[config.mk]
export PLATFORM = sky130hd
export DESIGN_NAME = load_store_unit
export DESIGN_NICKNAME = d
export VERILOG_FILES = /design/src/rtl/load_store_unit_pkg.sv /design/src/rtl/lsu_align.sv /design/src/rtl/load_store_unit.sv
export SDC_FILE = /design/constraint.sdc
export NUM_CORES = 1
export LEC_CHECK = 0
export CAP_MARGIN = 20
export CORE_MARGIN = 2
export CORE_UTILIZATION = 25
export CTS_BUF_LIST = sky130_fd_sc_hd__clkbuf_16
export DETAILED_ROUTE_END_ITERATION = 10
export PLACE_DENSITY = 0.49
export SKIP_CTS_REPAIR_TIMING = 1
export SLEW_MARGIN = 20
export SYNTH_ARGS = -nofsm -noshare
export SYNTH_HDL_FRONTEND = slang
export SYNTH_SLANG_ARGS = --single-unit
[constraint.sdc]
create_clock -name clk -period 3.2 [get_ports clk]
set_input_delay 0.48 -clock clk [delete_from_list [all_inputs] [get_ports clk]]
set_output_delay 0.48 -clock clk [all_outputs]
set_load 0.01 [all_outputs]
[src/rtl/load_store_unit_pkg.sv]
// rtl/load_store_unit_pkg.sv - shared funct3 codes and FSM encoding for the load/store unit
package load_store_unit_pkg;

  localparam logic [2:0] F3_B  = 3'b000;
  localparam logic [2:0] F3_H  = 3'b001;
  localparam logic [2:0] F3_W  = 3'b010;
  localparam logic [2:0] F3_BU = 3'b100;
  localparam logic [2:0] F3_HU = 3'b101;

  typedef enum logic [1:0] {
    ST_IDLE = 2'd0,
    ST_BUSY = 2'd1,
    ST_RESP = 2'd2
  } lsu_state_t;

endpackage

[src/rtl/lsu_align.sv]
// rtl/lsu_align.sv - byte-lane steering, load extension and access legality checks
module lsu_align
  import load_store_unit_pkg::*;
(
  input  logic [2:0]  i_funct3,
  input  logic [1:0]  i_addr_lo,
  input  logic        i_is_store,
  input  logic [31:0] i_store_data,
  input  logic [31:0] i_rdata,
  output logic [3:0]  o_be,
  output logic [31:0] o_wdata,
  output logic [31:0] o_load,
  output logic        o_misaligned,
  output logic        o_illegal
);

  logic [31:0] w_shift;

  // Read word shifted so the addressed byte sits in lane 0.
  assign w_shift = i_rdata >> {i_addr_lo, 3'b000};

  // Byte enables and replicated store data depend only on the access size bits.
  always_comb begin
    o_be    = 4'b1111;
    o_wdata = i_store_data;
    case (i_funct3[1:0])
      2'b00: begin
        o_be    = 4'b0001 << i_addr_lo;
        o_wdata = {4{i_store_data[7:0]}};
      end
      2'b01: begin
        o_be    = 4'b0011 << i_addr_lo;
        o_wdata = {2{i_store_data[15:0]}};
      end
      default: ;
    endcase
  end

  // Sign- or zero-extend the selected load bytes.
  always_comb begin
    o_load = w_shift;
    case (i_funct3)
      F3_B:    o_load = {{24{w_shift[7]}}, w_shift[7:0]};
      F3_BU:   o_load = {24'd0, w_shift[7:0]};
      F3_H:    o_load = {{16{w_shift[15]}}, w_shift[15:0]};
      F3_HU:   o_load = {16'd0, w_shift[15:0]};
      default: o_load = w_shift;
    endcase
  end

  // Halfwords need even addresses, words need 4-byte alignment; stores only allow b/h/w.
  always_comb begin
    o_misaligned = ((i_funct3[1:0] == 2'b01) && i_addr_lo[0]) ||
                   ((i_funct3[1:0] == 2'b10) && (i_addr_lo != 2'b00));
    if (i_is_store)
      o_illegal = !((i_funct3 == F3_B) || (i_funct3 == F3_H) || (i_funct3 == F3_W));
    else
      o_illegal = (i_funct3 == 3'b011) || (i_funct3[2:1] == 2'b11);
  end

endmodule

[src/rtl/load_store_unit.sv]
// rtl/load_store_unit.sv - memory-stage load/store unit with stall, fault and timeout handling
module load_store_unit
  import load_store_unit_pkg::*;
#(
  parameter int unsigned TIMEOUT = 256
) (
  input  logic        clk,
  input  logic        reset,
  input  logic        ex_valid,
  input  logic        mem_read,
  input  logic        mem_write,
  input  logic [2:0]  funct3,
  input  logic [31:0] addr,
  input  logic [31:0] store_data,
  input  logic [4:0]  rd_in,
  output logic        stall,
  output logic        mem_req,
  output logic        mem_we,
  output logic [31:0] mem_addr,
  output logic [3:0]  mem_be,
  output logic [31:0] mem_wdata,
  input  logic        mem_ready,
  input  logic [31:0] mem_rdata,
  output logic        done,
  output logic        wb_valid,
  output logic [31:0] wb_data,
  output logic [4:0]  wb_rd,
  output logic        fault,
  output logic [31:0] fault_addr
);

  lsu_state_t  r_state, w_next;
  logic        r_we;
  logic [2:0]  r_f3;
  logic [31:0] r_addr, r_sdata, r_cnt;
  logic [4:0]  r_rd;
  logic [31:0] r_wb_data, r_fault_addr;
  logic [4:0]  r_wb_rd;
  logic        r_fault;

  logic        w_idle, w_busy, w_req, w_bad, w_accept, w_reject, w_timeout;
  logic [2:0]  w_f3;
  logic [1:0]  w_lo;
  logic [31:0] w_sd, w_wdata, w_load;
  logic        w_is_store, w_mis, w_ill;
  logic [3:0]  w_be;

  assign w_idle = (r_state == ST_IDLE);
  assign w_busy = (r_state == ST_BUSY);

  // The aligner sees live inputs while idle (legality check) and captured values afterwards.
  assign w_f3       = w_idle ? funct3     : r_f3;
  assign w_lo       = w_idle ? addr[1:0]  : r_addr[1:0];
  assign w_sd       = w_idle ? store_data : r_sdata;
  assign w_is_store = w_idle ? mem_write  : r_we;

  lsu_align u_align (
    .i_funct3     (w_f3),
    .i_addr_lo    (w_lo),
    .i_is_store   (w_is_store),
    .i_store_data (w_sd),
    .i_rdata      (mem_rdata),
    .o_be         (w_be),
    .o_wdata      (w_wdata),
    .o_load       (w_load),
    .o_misaligned (w_mis),
    .o_illegal    (w_ill)
  );

  assign w_req     = ex_valid && (mem_read || mem_write);
  assign w_bad     = (mem_read && mem_write) || w_ill || w_mis;
  assign w_accept  = w_idle && w_req && !w_bad;
  assign w_reject  = w_idle && w_req && w_bad;
  assign w_timeout = w_busy && !mem_ready && (TIMEOUT != 0) && ((r_cnt + 32'd1) == TIMEOUT);

  // State register.
  always_ff @(posedge clk) begin
    if (reset) r_state <= ST_IDLE;
    else       r_state <= w_next;
  end

  // Next state and handshake outputs; request fields are driven only while busy.
  always_comb begin
    w_next    = r_state;
    stall     = 1'b0;
    mem_req   = 1'b0;
    mem_we    = 1'b0;
    mem_addr  = 32'd0;
    mem_be    = 4'd0;
    mem_wdata = 32'd0;
    done      = 1'b0;
    wb_valid  = 1'b0;
    case (r_state)
      ST_IDLE: begin
        stall = w_accept;
        if (w_accept) w_next = ST_BUSY;
      end
      ST_BUSY: begin
        stall     = 1'b1;
        mem_req   = 1'b1;
        mem_we    = r_we;
        mem_addr  = {r_addr[31:2], 2'b00};
        mem_be    = w_be;
        mem_wdata = w_wdata;
        if (mem_ready)      w_next = ST_RESP;
        else if (w_timeout) w_next = ST_IDLE;
      end
      ST_RESP: begin
        done     = 1'b1;
        wb_valid = !r_we;
        w_next   = ST_IDLE;
      end
      default: w_next = ST_IDLE;
    endcase
  end

  // Capture the request, run the wait counter, latch load results and fault pulses.
  always_ff @(posedge clk) begin
    if (reset) begin
      r_we         <= 1'b0;
      r_f3         <= 3'd0;
      r_addr       <= 32'd0;
      r_sdata      <= 32'd0;
      r_rd         <= 5'd0;
      r_cnt        <= 32'd0;
      r_wb_data    <= 32'd0;
      r_wb_rd      <= 5'd0;
      r_fault      <= 1'b0;
      r_fault_addr <= 32'd0;
    end else begin
      r_fault <= w_reject || w_timeout;
      if (w_reject)       r_fault_addr <= addr;
      else if (w_timeout) r_fault_addr <= r_addr;
      if (w_accept) begin
        r_we    <= mem_write;
        r_f3    <= funct3;
        r_addr  <= addr;
        r_sdata <= store_data;
        r_rd    <= rd_in;
        r_cnt   <= 32'd0;
      end else if (w_busy && !mem_ready) begin
        r_cnt <= r_cnt + 32'd1;
      end
      if (w_busy && mem_ready && !r_we) begin
        r_wb_data <= w_load;
        r_wb_rd   <= r_rd;
      end
    end
  end

  assign wb_data    = r_wb_data;
  assign wb_rd      = r_wb_rd;
  assign fault      = r_fault;
  assign fault_addr = r_fault_addr;

endmodule

# Yosys cells after proc, flatten, opt, wreduce, memory -nomap -nowiden

Cells that the tools add are included.

Memories kept: 0
Memory bits (writable): 0
Logic and storage cells: 80
Register bits: 177
Input port bits: 110
Bits in latches: 0
ROM bits: 0

Divide/modulo/power cells: 0
$add $sub $neg: 1
Equality and inequality tests: 13
Order comparisons: 0
Shifts and indexed selects: 3
Multiply operators: 0
Bitwise operators: 0
Reductions and logical operators: 30
Mux-type cells: 22

Operators by type and width:

| operator                                              | count |
|---|---|
| 2-to-1 mux 32 bit                                     | 5 |
| one-hot mux 32 bit (4 select lines)                   | 1 |
| one-hot mux 32 bit (2 select lines)                   | 1 |
| adder 32 x 1 -> 32 bit (second input constant)        | 1 |
| equality test 32 x 9 -> 1 bit (second input constant) | 1 |
| right shift 32 x 5 -> 32 bit                          | 1 |
| logical AND 1 bit                                     | 11 |
| logical OR 1 bit                                      | 8 |
| 2-to-1 mux 2 bit                                      | 4 |
| one-hot mux 4 bit (2 select lines)                    | 1 |
| equality test 2 bit (second input constant)           | 3 |
| equality test 3 x 2 -> 1 bit (second input constant)  | 2 |
| equality test 3 bit (second input constant)           | 2 |
| 2-to-1 mux 1 bit                                      | 6 |
| equality test 2 x 1 -> 1 bit (second input constant)  | 2 |
| zero test 1 bit                                       | 4 |
| zero test 2 bit                                       | 2 |
| 2-to-1 mux 4 bit                                      | 1 |
| one-hot mux 2 bit (2 select lines)                    | 1 |
| nonzero test 2 bit                                    | 2 |
| left shift 1 x 2 -> 4 bit (first input constant)      | 1 |
| left shift 2 x 2 -> 4 bit (first input constant)      | 1 |
| equality test 3 x 1 -> 1 bit (second input constant)  | 1 |
| zero test 3 bit                                       | 1 |
| 6 further kinds                                       | 6 |

# Longest topological paths before layout

Depth after elaboration: 13
Mapped depth: 12
Gate-level depth less buffers: 9

# Cells and area by module

A second synthesis with hierarchy kept.

Cells, all modules: 1208
Area, all modules: 9519.1 µm²

By module, submodules not included:

| module          | cells each | times used | seq. area each (µm²) | area each (µm²) |
|---|---|---|---|---|
| load_store_unit | 1014       | 1          | 3543.4               | 8254.2 |
| lsu_align       | 194        | 1          | 0.0                  | 1265.0 |

# Least setup slack after synthesis

No wires, ideal clock.

Path type: register -> register
Start point: reg r_cnt[8]
End point: reg r_fault_addr[12] (netlist: fault_addr[12])
Period minus slack after synthesis: 2839 ps
Arrival: 2780 ps
Required time: 3141 ps
Stages on the path, launching flop included: 12
Slack: 361 ps
Path through: dfxtp_1 > buf_2 > nand4_4 > or3_1 > buf_6 > nor3_4 > mux2i_1 > nand4_1 > or4_4 > o21ai_4 > buf_6 > o221a_2

Longest elaborated chain between the ends: 4

RTL lines:

| item                                | line                   | text |
|---|---|---|
| from (decl)                         | load_store_unit.sv:35  | `logic [31:0] r_addr, r_sdata, r_cnt;` |
| from (signal assigned)              | load_store_unit.sv:142 | `r_cnt <= r_cnt + 32'd1;` |
| adder 32 x 1 -> 32 bit              | load_store_unit.sv:74  | `assign w_timeout = w_busy && !mem_ready && (TIMEOUT != 0) && ((r_cnt + 32'd1) == TIMEOUT);` |
| equality test 32 x 9 -> 1 bit       | load_store_unit.sv:74  |  |
| logical AND 1 bit                   | load_store_unit.sv:74  |  |
| nonzero test 2 bit (no source line) | --                     |  |
| to (signal assigned)                | load_store_unit.sv:132 | `if (w_reject) r_fault_addr <= addr;` |
| to (signal assigned)                | load_store_unit.sv:133 | `else if (w_timeout) r_fault_addr <= r_addr;` |
| to (decl)                           | load_store_unit.sv:37  | `logic [31:0] r_wb_data, r_fault_addr;` |

Every way passes these cells.
A chain may end at the register's enable or synchronous reset.

# Final worst setup path

Start point: reg r_state[1]
End point: out mem_wdata[27]

Longest elaborated chain between the ends: 5
Elaborated cells between the ends (all ways): 8
Those cells by class: eq/ne (2); mux (4); reduce/logical (2)

RTL lines:

| item                                                                   | line                  | text |
|---|---|---|
| from (decl)                                                            | load_store_unit.sv:32 | `lsu_state_t r_state, w_next;` |
| from (signal assigned)                                                 | load_store_unit.sv:79 | `else r_state <= w_next;` |
| zero test 2 bit                                                        | load_store_unit.sv:48 | `assign w_idle = (r_state == ST_IDLE);` |
| 2-to-1 mux 3 bit                                                       | load_store_unit.sv:52 | `assign w_f3 = w_idle ? funct3 : r_f3;` |
| equality test 2 x 1 -> 1 bit / zero test 2 bit (equally long branches) | lsu_align.sv:26       | `case (i_funct3[1:0])` |
| one-hot mux 32 bit (2 select lines)                                    | lsu_align.sv:26       |  |
| 2-to-1 mux 32 bit (*)                                                  | load_store_unit.sv:93 | `case (r_state)` |
| to (decl)                                                              | load_store_unit.sv:21 | `output logic [31:0] mem_wdata,` |

Every way passes the cells marked *; elsewhere a longest branch is shown, timed or not.

==> metrics.md <==
| Metric | Value |
|---|---|
| Status | completed |
| Simple-Gate Fraction of Synth Area | 0.290 |
| Post-synthesis mux area share | 0.0270 |
| Slew Limit Fails | 0 |
| HP Class | reg -> reg |
| Number of synthesized flops with an enable pin | 0 |
| RSZ-0062 raised after global routing | false |
| Largest net degree at the start of global routing | 71 |
| Area Overhead vs Synth | 44.4% |
| CTS max path bufs | 2 |
| Max-Cap Viols | 0 |
| Overall global routing resource usage | 0.175 |
| Die height | 190 um |
| Total placed cells including tap cells | 1797 |
| Layout fillers | 3509 |
| Largest family of logic cells by synthesized area | simple AND/OR/NAND/NOR gates |
| Leak pwr | 4.47 nW |
| Number of global-route vias before repair | 8392 |
| Antenna violations before repair | 1 |
| CP dominant cell by count | nand2_1 |
| Avg WL per Cell | about 18 um |
| Tightest Pin Transition | around 0.56 ns |
| CTS clk-pin slew, worst paths | 0.07 ns |
| Syn avg cell area | about 7.6 um2 |
| DP HPWL | 23400 um |
| R2R Path Start | r_cnt[1] |
| CP Max Fanout | 12 |
| Ys async rst share | 0 |
| Commonest non-fill, non-tap cells in the layout | nand2_1 (283), clkdlybuf4s50_1 (249), dfxtp_1 (175) |
| Top cell type's share of synthesized area | 0.412 |
| Fin util | 0.369 |
| FMAX | 327 MHz |
| Initial DRC Count | between 500 and 600 |
| Min-Delay Startpoint | r_rd[0] |
| Die X | 190 um |
| Post-synth top flop | dfxtp_1 |
| Crit path cell chain | or2_2 > nand2_1 > nand2_1 > buf_4 > nor2_2 > a31oi_1 > clkdlybuf4s50_1 |
| CP peak stage delay | 0.51 ns |
| Area of the die | between 30000 and 40000 um2 |
| Synth Cell Area | 8610 um2 |
| Clock Sinks | 177 |
| Top delay family on crit path | simple AND/OR/NAND/NOR gates |
| Synth cell types | 58 |
| Worst path slowest cell | clkdlybuf4s50_1 |
| CTS H-tree depth | 4 |
| Sequential element share of the synthesized area | 0.412 |
| Synth area leader | dfxtp_1 |
| Num CTS Buffers | 17 |
| Hold EP | wb_rd[0] |
| Worst slew margin | 0.629 |
| Io pins | 253 |
| Port Buffer Count | 250 |
| Synth Register Bits | 177 |
| Core ar. | between 30000 and 40000 um2 |
| Commonest non-fill, non-tap cell in the layout | nand2_1 |
| Startpoint type of the worst setup path | flop |
| Initial Utilization | 0.255 |
| First-pass GRT wire length | 49300 um |
| Worst reg2reg path depth | 10 |
| PD cells | approximately 440 nW/um2 |
| Worst R2R End | fault_addr[0] |
| Final Hold Fails | 0 |
| RD Place Congestion | 0.893 |
| Via count | approximately 8700 |
| Non-Filler Instances | ~1800 |
| Worst R2R Setup Slack | between 0.2 and 0.25 ns |
| DRC errors left | 0 |
| Hold path cells | 2 |
| Setup CP Type | reg -> out |
| Compound-Gate Fraction of Synth Area | 0.177 |
| First-pass DRT Iterations | 5 |
| Fin Hold WS | 0.451 ns |
| Fin crit share | 0.957 |
| CTS root buffer | clkbuf_16 |
| CTS tree | done |
| DR vias/cell | around 4.8 |
| Final Skew | ~0.017 ns |
| Detailed Route WL | between 30000 and 40000 um |
| Nets | 1480 |
| Critical Path RT | 2.72 ns |
| Final min period | 3.06 ns |
| Synth area leaders | dfxtp_1 (41%), nand2_1 (12%), nor2_1 (6.7%), a21oi_1 (5.8%), o221a_2 (3.3%) |
| Final setup fails | 0 |
| Worst vdd ir | 0.000371 V |
| Worst setup EP type | primary output |
| Arr. time, crit path | 2.58 ns |
| # rows | 67 |
| Area share of fa/ha/maj cells after synthesis | 0.00291 |
| Global route total overflow | 0 |
| XOR/XNOR Fraction of Synth Area | 0.0427 |
| Fraction of layout cells with a size suffix above 1 | 0.103 |
| Clk_lat worst skew | 0.43 ns |
| Buf+Inv Stages, Crit Path | 2 |
| Synth warnings | 0 |
| Final ANT Viol Nets | 0 |
| Cells after Synth | 1131 |
[per-layer routing]
layer | share of wire | track usage | vias up
met5 | 0 | 0 | -
li1 | - | - | 4325
met1 | 0.46 | 0.232 | 4139
met3 | 0.056 | 0.0360 | 21
met4 | 0.011 | 0.0367 | 0
met2 | 0.47 | 0.293 | 254
[final cells by class]
class	count	area (um2)	area share
inverter	3	11.3	0.000906
sequential	177	3550	0.285
tap	448	561	0.0451
multi-input combinational	861	4700	0.378
antenna	1	2.50	0.000201
clock buffer	17	425	0.0342
clock inverter	15	203	0.0163
timing repair buffer	308	2990	0.240
[worst register-to-register path, stage by stage, from the launching register on]
cell and delay (ns):
dfxtp_1 0.35, ha_1 0.31, and3_1 0.27, nand2_1 0.18, nor3_4 0.26, mux2i_1 0.26, nand4_1 0.12, or4_4 0.57
o21ai_4 0.16, buf_12 0.23, o221a_2 0.23
[synth_stat cells (all sizes together), types with 9 or more instances]
cell	n
a211oi	27
a21oi	100
a31oi	9
and2	43
buf	26
clkbuf	65
dfxtp	177
mux2i	21
nand2	284
nand3	25
nand4	15
nor2	153
nor3	20
o211ai	9
o21ai	15
o221a	38
xnor2	21
xor2	21
[power breakdown]
part	switching [mW]	leakage, nW	internal [mW]
Combinational	0.443	2.71	0.407
Clock	0.972	0.316	1.32
Sequential	0.0709	1.44	2.30
Total	1.49	4.47	4.03
[through the flow]
step                setup slack, ns  TNS, ns  power (mW)  cell area [um2]
floorplan                     0.361        0        2.80             8610
global placement              0.178        0        3.27            11800
detailed placement            0.140        0        3.27            11800
CTS                         -0.0582   -0.197        5.59            12400
global route                0.00419        0        5.77            12400
finish                        0.138        0        5.52            12400
[cell families after synthesis]
group,after synthesis
AO/OA/AOI/OAI,219
multiplexers,23
AND/OR/NAND/NOR,573
adder cells (fa/ha/maj),2
buffers and inverters,94
XOR/XNOR,42
other,1
flip-flops,177
[worst max-delay path by stage]
| stage | slack (ns) | end | cells past startpoint | startpoint |
|---|---|---|---|---|
| final | 0.14 | mem_wdata[27] | 7 | r_state[1] |
| after global routing | 0.004 | fault_addr[2] | 11 | r_cnt[1] |
| after CTS | -0.06 | mem_wdata[27] | 7 | r_state[1] |
| after detailed placement | 0.14 | fault_addr[29] | 11 | r_cnt[0] |
| after global placement | 0.18 | fault_addr[13] | 11 | r_cnt[0] |
| after floorplan | 0.36 | fault_addr[12] | 11 | r_cnt[8] |
[sequential cells by signal (all words and copies together) (netlist names)]
signal and flops:
r_cnt 32, r_rd 5, r_we 1, r_addr 32
fault_addr 32, r_state 2, r_f3 3, r_sdata 32
wb_rd 5, fault 1, wb_data 32
(Power assumes the default switching activity.)
